[src/rtl/snitch_cluster_periph_regs.sv]
// snitch_cluster_periph_regs: cluster peripheral register block with TCDM bounds, fetch-enable,
// wake-up, hardware barrier and cycle/TCDM performance counters behind a one-deep response register.
module snitch_cluster_periph_regs #(
    parameter int unsigned        NrCores     = 4,
    parameter int unsigned        MetaIdWidth = 1,
    parameter logic [31:0]        TCDMStart   = 32'h0000_0000,
    parameter logic [31:0]        TCDMEnd     = 32'h1000_0000,
    parameter logic [NrCores-1:0] FetchEnRst  = '0
) (
    input  logic                   clk_i,
    input  logic                   rst_ni,
    input  logic                   req_valid_i,
    output logic                   req_ready_o,
    input  logic [31:0]            req_addr_i,
    input  logic [MetaIdWidth-1:0] req_id_i,
    input  logic [3:0]             req_amo_i,
    input  logic                   req_write_i,
    input  logic [31:0]            req_data_i,
    input  logic [3:0]             req_strb_i,
    output logic                   resp_valid_o,
    input  logic                   resp_ready_i,
    output logic [31:0]            resp_data_o,
    output logic [MetaIdWidth-1:0] resp_id_o,
    output logic                   resp_write_o,
    output logic                   resp_error_o,
    input  logic                   tcdm_accessed_i,
    input  logic                   tcdm_congested_i,
    output logic [NrCores-1:0]     fetch_enable_o,
    output logic [NrCores-1:0]     wake_up_o
);
    logic               accept, known, ok, wr_ok, bar_hit, bar_done, wake_wr;
    logic [15:0]        off;
    logic [31:0]        rdata, wmask, scratch_q, acc_q, cong_q;
    logic [63:0]        cycle_q;
    logic [4:0]         barrier_q;
    logic [NrCores-1:0] fetch_en_q, wake_d, wake_q;

    assign req_ready_o = !resp_valid_o || resp_ready_i;
    assign accept      = req_valid_i && req_ready_o;
    assign off         = req_addr_i[15:0];
    assign known       = off inside {16'h0000, 16'h0008, 16'h0010, 16'h0018, 16'h0020, 16'h0028,
                                     16'h0030, 16'h0034, 16'h0038, 16'hFFF0, 16'hFFF8};
    assign ok          = req_addr_i[31:16] == 16'h4000 && req_addr_i[1:0] == 2'b00 && req_amo_i == 4'h0 && known;
    assign wr_ok       = accept && ok && req_write_i;
    assign wake_wr     = wr_ok && off == 16'h0028;
    assign bar_hit     = accept && ok && !req_write_i && off == 16'h0038;
    assign bar_done    = bar_hit && 6'(barrier_q) + 6'd1 == 6'(NrCores);
    assign wmask       = {{8{req_strb_i[3]}}, {8{req_strb_i[2]}}, {8{req_strb_i[1]}}, {8{req_strb_i[0]}}};

    always_comb begin
        rdata = '0;
        case (off)
            16'h0000: rdata = TCDMStart;
            16'h0008: rdata = TCDMEnd;
            16'h0010: rdata = 32'(NrCores);
            16'h0018: rdata = 32'(fetch_en_q);
            16'h0020: rdata = scratch_q;
            16'h0030: rdata = cycle_q[31:0];
            16'h0034: rdata = cycle_q[63:32];
            16'h0038: rdata = 32'(barrier_q);
            16'hFFF0: rdata = acc_q;
            16'hFFF8: rdata = cong_q;
            default:  rdata = '0;
        endcase
    end

    // Barrier completion and a WakeUp write are mutually exclusive: one request per cycle.
    always_comb begin
        wake_d = '0;
        if (bar_done || (wake_wr && req_data_i == 32'hFFFF_FFFF)) wake_d = '1;
        else if (wake_wr && req_data_i < 32'(NrCores)) wake_d = NrCores'(1) << req_data_i[4:0];
    end

    always_ff @(posedge clk_i or negedge rst_ni) begin
        if (!rst_ni) begin
            resp_valid_o <= 1'b0;
            resp_data_o  <= '0;
            resp_id_o    <= '0;
            resp_write_o <= 1'b0;
            resp_error_o <= 1'b0;
            fetch_en_q   <= FetchEnRst;
            scratch_q    <= '0;
            barrier_q    <= '0;
            cycle_q      <= '0;
            acc_q        <= '0;
            cong_q       <= '0;
            wake_q       <= '0;
        end else begin
            cycle_q <= cycle_q + 64'd1;
            wake_q  <= wake_d;
            acc_q   <= (wr_ok && off == 16'hFFF0) ? '0 : acc_q + 32'(tcdm_accessed_i);
            cong_q  <= (wr_ok && off == 16'hFFF8) ? '0 : cong_q + 32'(tcdm_congested_i);
            if (wr_ok && off == 16'h0018)
                fetch_en_q <= (fetch_en_q & ~wmask[NrCores-1:0]) | (req_data_i[NrCores-1:0] & wmask[NrCores-1:0]);
            if (wr_ok && off == 16'h0020) scratch_q <= (scratch_q & ~wmask) | (req_data_i & wmask);
            if (bar_hit) barrier_q <= bar_done ? '0 : barrier_q + 5'd1;
            if (accept) begin
                resp_valid_o <= 1'b1;
                resp_data_o  <= (ok && !req_write_i) ? rdata : '0;
                resp_id_o    <= req_id_i;
                resp_write_o <= req_write_i;
                resp_error_o <= !ok;
            end else if (resp_ready_i) begin
                resp_valid_o <= 1'b0;
            end
        end
    end

    assign fetch_enable_o = fetch_en_q;
    assign wake_up_o      = wake_q;
endmodule

[config.mk]
export PLATFORM = sky130hd
export DESIGN_NAME = snitch_cluster_periph_regs
export DESIGN_NICKNAME = d
export VERILOG_FILES = /design/src/rtl/snitch_cluster_periph_regs.sv
export SDC_FILE = /design/constraint.sdc
export NUM_CORES = 1
export LEC_CHECK = 0
export BUFFER_PORTS_ARGS = -buffer_cell sky130_fd_sc_hd__buf_2
export CAP_MARGIN = 0
export CORE_MARGIN = 2
export CORE_UTILIZATION = 45
export CTS_BUF_LIST = sky130_fd_sc_hd__clkbuf_8 sky130_fd_sc_hd__clkbuf_16
export CTS_CLUSTER_DIAMETER = 100
export CTS_CLUSTER_SIZE = 30
export DETAILED_ROUTE_END_ITERATION = 6
export GPL_ROUTABILITY_DRIVEN = 0
export SLEW_MARGIN = 40
export SYNTH_ARGS = -nofsm -noshare
export SYNTH_HDL_FRONTEND = slang
export SYNTH_SLANG_ARGS = --single-unit
export TNS_END_PERCENT = 100
[constraint.sdc]
create_clock -name clk_i -period 2.6 [get_ports clk_i]
set_input_delay 0 -clock clk_i [delete_from_list [all_inputs] [get_ports clk_i]]
set_output_delay 0 -clock clk_i [all_outputs]
set_load 0.02 [all_outputs]
; ---- Word-level counts from Yosys, hierarchy flattened
; Cells that the tools add are included.
[op_classes]
n_addsub = 5
multipliers = 0
n_div = 0
magnitude_cmp = 1
eq_ne = 13
shifts = 1
mux = 9
bitwise = 8
reduce_logical = 27
[op_table]
columns = op, count
row1 = 32-bit case mux with 9 select lines, 1
row2 = 32-bit two-way mux, 3
row3 = 16-bit by 6-bit == test with 1-bit output (second input constant), 5
row4 = 32-bit by 1-bit adder with 32-bit output, 2
row5 = 64-bit by 1-bit adder with 64-bit output (second input constant), 1
row6 = 32-bit AND, 2
row7 = 16-bit == test (second input constant), 2
row8 = 16-bit by 5-bit == test with 1-bit output (second input constant), 2
row9 = 32-bit == test (second input constant), 1
row10 = 32-bit by 3-bit less-than comparator with 1-bit output (second input constant), 1
row11 = 32-bit NOT, 1
row12 = 32-bit bitwise OR, 1
row13 = 1-bit logical AND, 17
row14 = 16-bit by 15-bit == test with 1-bit output (second input constant), 1
row15 = 16-bit by 4-bit == test with 1-bit output (second input constant), 1
row16 = 16-bit logical NOT, 1
row17 = 11-bit nonzero test, 1
row18 = 4-bit AND, 2
row19 = 4-bit two-way mux, 2
row20 = 5-bit by 1-bit adder with 6-bit output (second input constant), 1
row21 = 6-bit by 3-bit == test with 1-bit output (second input constant), 1
row22 = 5-bit by 1-bit adder with 5-bit output (second input constant), 1
row23 = 5-bit two-way mux, 1
row24 = 1-bit by 5-bit left shift with 4-bit output (first input constant), 1
row25 = 8 further kinds, 12
[totals]
register_bits = 209
latchBits = 0
ram_bits = 0
romBits = 0
in_bits = 80
output_inout_bits = 45
wordCells = 76
memories = 0

; ---- Depth between registers and ports, before layout
[depth]
depth_word = 10
mapped_depth = 8
mapped_depth_nobuf = 7

; ---- Worst setup path before layout
; No wires, ideal clock.
[synth_path]
path_type = register -> register
start = register resp_valid_o
end = register with a tool-made name
setup_time_ps = 125
arrival_ps = 1998
t_required_ps = 2475
setup_slack_ps = 477
stages_incl_launch_ff = 7
path_buffers = 1
synth_period_minus_slack_ps = 2123
path_cell_list = dfrtp_1 -> nand2b_1 -> clkbuf_1 -> nand4_1 -> nor2_1 -> nand4_1 -> mux2_2
[synth_lines]
columns = element, line
row1 = "start, declared", 20  ; output logic resp_valid_o,
row2 = "start signal, assigned", 76  ; resp_valid_o <= 1'b0;
row3 = "start signal, assigned", 98  ; resp_valid_o <= 1'b1;
row4 = "start signal, assigned", 104  ; resp_valid_o <= 1'b0;

; ---- Final worst setup path
[layout_path]
start = register cycle_q[0]
end = register cycle_q[58]
[layout_between]
elab_chain_cells = 1
[layout_rtl]
columns = element, line
row1 = "start, declared", 34  ; logic [63:0] cycle_q;
row2 = "start signal, assigned", 89  ; cycle_q <= cycle_q + 64'd1;
row3 = 64-bit by 1-bit adder with 64-bit output, 89
; Every way passes these cells.
; A chain may end at the register's enable or synchronous reset.

==> flow_summary.ini <==
[floorplanning]
initial_core_util = 0.4553
core_area_mm2 = 0.02333
die-area_mm2 = 0.02485
num_rows = 56
io_pins = 125
die_y_um = 157.7
die_x_um = 157.7

[sta]
rsz0062_at_grt = false
post-route-min-period_ns = 2.214
fin_crit_sh = 0.8515
fin_skew_ns = 0.03974
hold_viol = 0
finalSetupViolCount = 0
fmax_ghz = 0.4517
relSlewSlack = 0.6012
tightest_slew_ns = 0.5982
slew_violations = 0
fin_setup_tns_ns = 0

[synthesis]
netlist_instances = 1024
synth_edf_count = 0
syn_area_mm2 = 0.01062
synth_cell_types = 57
synthTopCellsByArea = dfrtp_1 (49%), a22oi_1 (5.6%), xor2_1 (5.1%)
ys_seq_area_frac = 0.4923
synthArstFlopShare = 1.000
avgSynthCellArea_um2 = 10.37
synth_seq_cells = 209
yosys.area.top_type = dfrtp_1
syn-num-nets = 1111
synth_top_area_frac = 0.4923
yosys_warnings = 0
synth_ff_type = dfrtp_1

[status]
status = completed

[min_path]
hold_class = in -> reg

[worst_setup_path]
crit_fanout = 6
crit_type = reg -> reg
critPathMaxStageDelay_ns = 0.43
crit_arrival_ns = 2.60
cp_top_family = simple AND/OR/NAND/NOR gates
critPathLaunchType = register
crit_chain = ha_1, and3_1, nor4bb_2, nand3_1, nor4_1, xor2_1
cp_slowest_cell = dfrtp_1
crit_buf_inv = 0
required_ns = 2.99
critical_path.endpoint_type = register

[layout]
drive_above_1_share = 0.1943
antennaDiodeCount = 0
final_net_count = 1275
multi_input_area_mm2 = 0.005176
nFillCells = 2090
final_cell_mix = dfrtp_1 (209), buf_2 (123), nor2_1 (85)
syn_to_final_growth_pct = 18.30
mostFrequentLayoutCell = dfrtp_1
finalCoreUtilization = 0.5387
seqCellArea_mm2 = 0.005230

[detailed_routing]
via_per_inst = 5.834
vias = 8797
avgRoutedWirePerCell_um = 20.21
wirelength_um = 30480
drtIter0Drc = 776
drt_pass1_iterations = 5
drcViolationCount = 0
antenna_left = 0

[clock_tree]
cts_root_buf = clkbuf_16
cts.clk_slew.worst_paths_ns = 0.12
cts_tree = built
cts_resized = 0
cts_buffers = 11
cts_hold_buf = 40
cts_htree_levels = 1
post_cts_buffers = 0
clock_latency_ns = 0.48
clockBufferDepth = 3
cts.sinks = 209

[placement]
portBuffers = 124
dp_hpwl_um = 22230

[pwr]
power_frac_comb = 0.085
p_int_mw = 4.385
switchingPower_mw = 1.536
ir_drop_mv = 0.3651
clkPwrFrac = 0.319
powerDensity_mw_per_mm2 = 471.1
switching_share = 0.2595
p_leak_nw = 5.467
p_seq_frac = 0.596

[global_route]
grt_max_degree = 74
track_usage = 0.2476
grt_pass1_vias = 8348
antenna_found_initial = 3
grt_first_pass_wirelength_um = 47640
gr-total-overflow = 0

[job]
max_cap_viol_count = 0
[final timing paths]
kind | startpoint | end | slack [ns] | cells after the start
max | cycle_q[0] | cycle_q[58] | 0.39 | 6
min in group asynchronous | rst_ni | wake_up_o[3] | 0.08 | 2
max in group asynchronous | rst_ni | cong_q[1] | 1.66 | 3
min | req_addr_i[10] | resp_error_o | 0.02 | 5
min reg2reg | cycle_q[63] | cycle_q[63] | 0.48 | 1
max reg2reg | cycle_q[0] | cycle_q[58] | 0.39 | 6
[synth_stat cells, types with 2 or more instances]
library cell and instances:
a21boi_0 2, a21oi_1 7, a221oi_1 12, a222oi_1 5
a22o_1 14, a22oi_1 79, a32oi_1 16, and2_1 7
and3_1 18, and4_1 14, buf_1 2, buf_2 4
buf_4 2, clkbuf_1 39, dfrtp_1 209, ha_1 7
inv_1 19, mux2_1 3, mux2_2 34, nand2_1 83
nand2b_1 6, nand3_1 47, nand4_1 56, nand4b_1 2
nor2_1 85, nor2b_1 6, nor3_1 33, nor4_1 40
nor4_2 6, nor4b_1 3, nor4b_2 2, o21ai_0 2
o21bai_1 6, o32ai_1 2, or2_2 2, or3_1 2
or4_1 3, or4_4 4, or4b_1 2, xnor2_1 61
xor2_1 62
[per-stage QoR]
stage	power, mW	hold WS (ns)	setup slack (ns)	instances	instance area (um2)
after floorplan	3.764	-0.2956	0.4775	1024	10620
after global placement	4.031	0.04932	0.1794	1454	11850
after detailed placement	4.047	0.06056	0.1363	1454	11850
after CTS	5.992	0.007785	0.3684	1508	12570
after global routing	6.189	0.06674	0.1486	1508	12570
final	5.921	0.02402	0.3860	1508	12570
[layout make-up]
class / instances / share of cell area
well taps: 319 / 0.03176
clock buffers: 11 / 0.02190
repair buffers: 200 / 0.1094
flip-flops and latches: 209 / 0.4161
inverters: 19 / 0.005674
clock inverters: 3 / 0.003285
multi-input cells: 747 / 0.4118
[power groups by stage]
stage	clock network [mW]	registers [mW]	logic [mW]
2_1_floorplan	0	3.53	0.234
3_3_place_gp	0	3.58	0.450
3_5_place_dp	0	3.59	0.460
4_1_cts	1.96	3.53	0.509
5_1_grt	2.07	3.55	0.573
6_report	1.89	3.53	0.503
[worst min-delay path, stage by stage]
cell and delay [ns]:
buf_2 0.10, nor4_1 0.05, nand4_1 0.12, nand2_1 0.06
a21oi_1 0.13
[cells by family after synthesis]
| family | count (synthesis) | share of synthesized area |
|---|---|---|
| and+or+nand+nor | 430 | 0.2218 |
| DFF | 209 | 0.4923 |
| AOI/OAI and AO/OA | 149 | 0.1101 |
| xor gates and xnor gates | 123 | 0.1014 |
| buffers and inverters | 68 | 0.02603 |
| muxes | 38 | 0.04016 |
| adders and majority gates | 7 | 0.008244 |
[layer usage]
metal | track usage | wire length [um] | vias to the layer above
met3 | 0.04900 | 2019 | 29
met4 | 0.05022 | 565 | 2
li1 | - | - | 4126
met2 | 0.3760 | 13620 | 273
met5 | 0 | 9 | -
met1 | 0.3692 | 14270 | 4367
No activity file was read; power rests on OpenSTA's default activity.
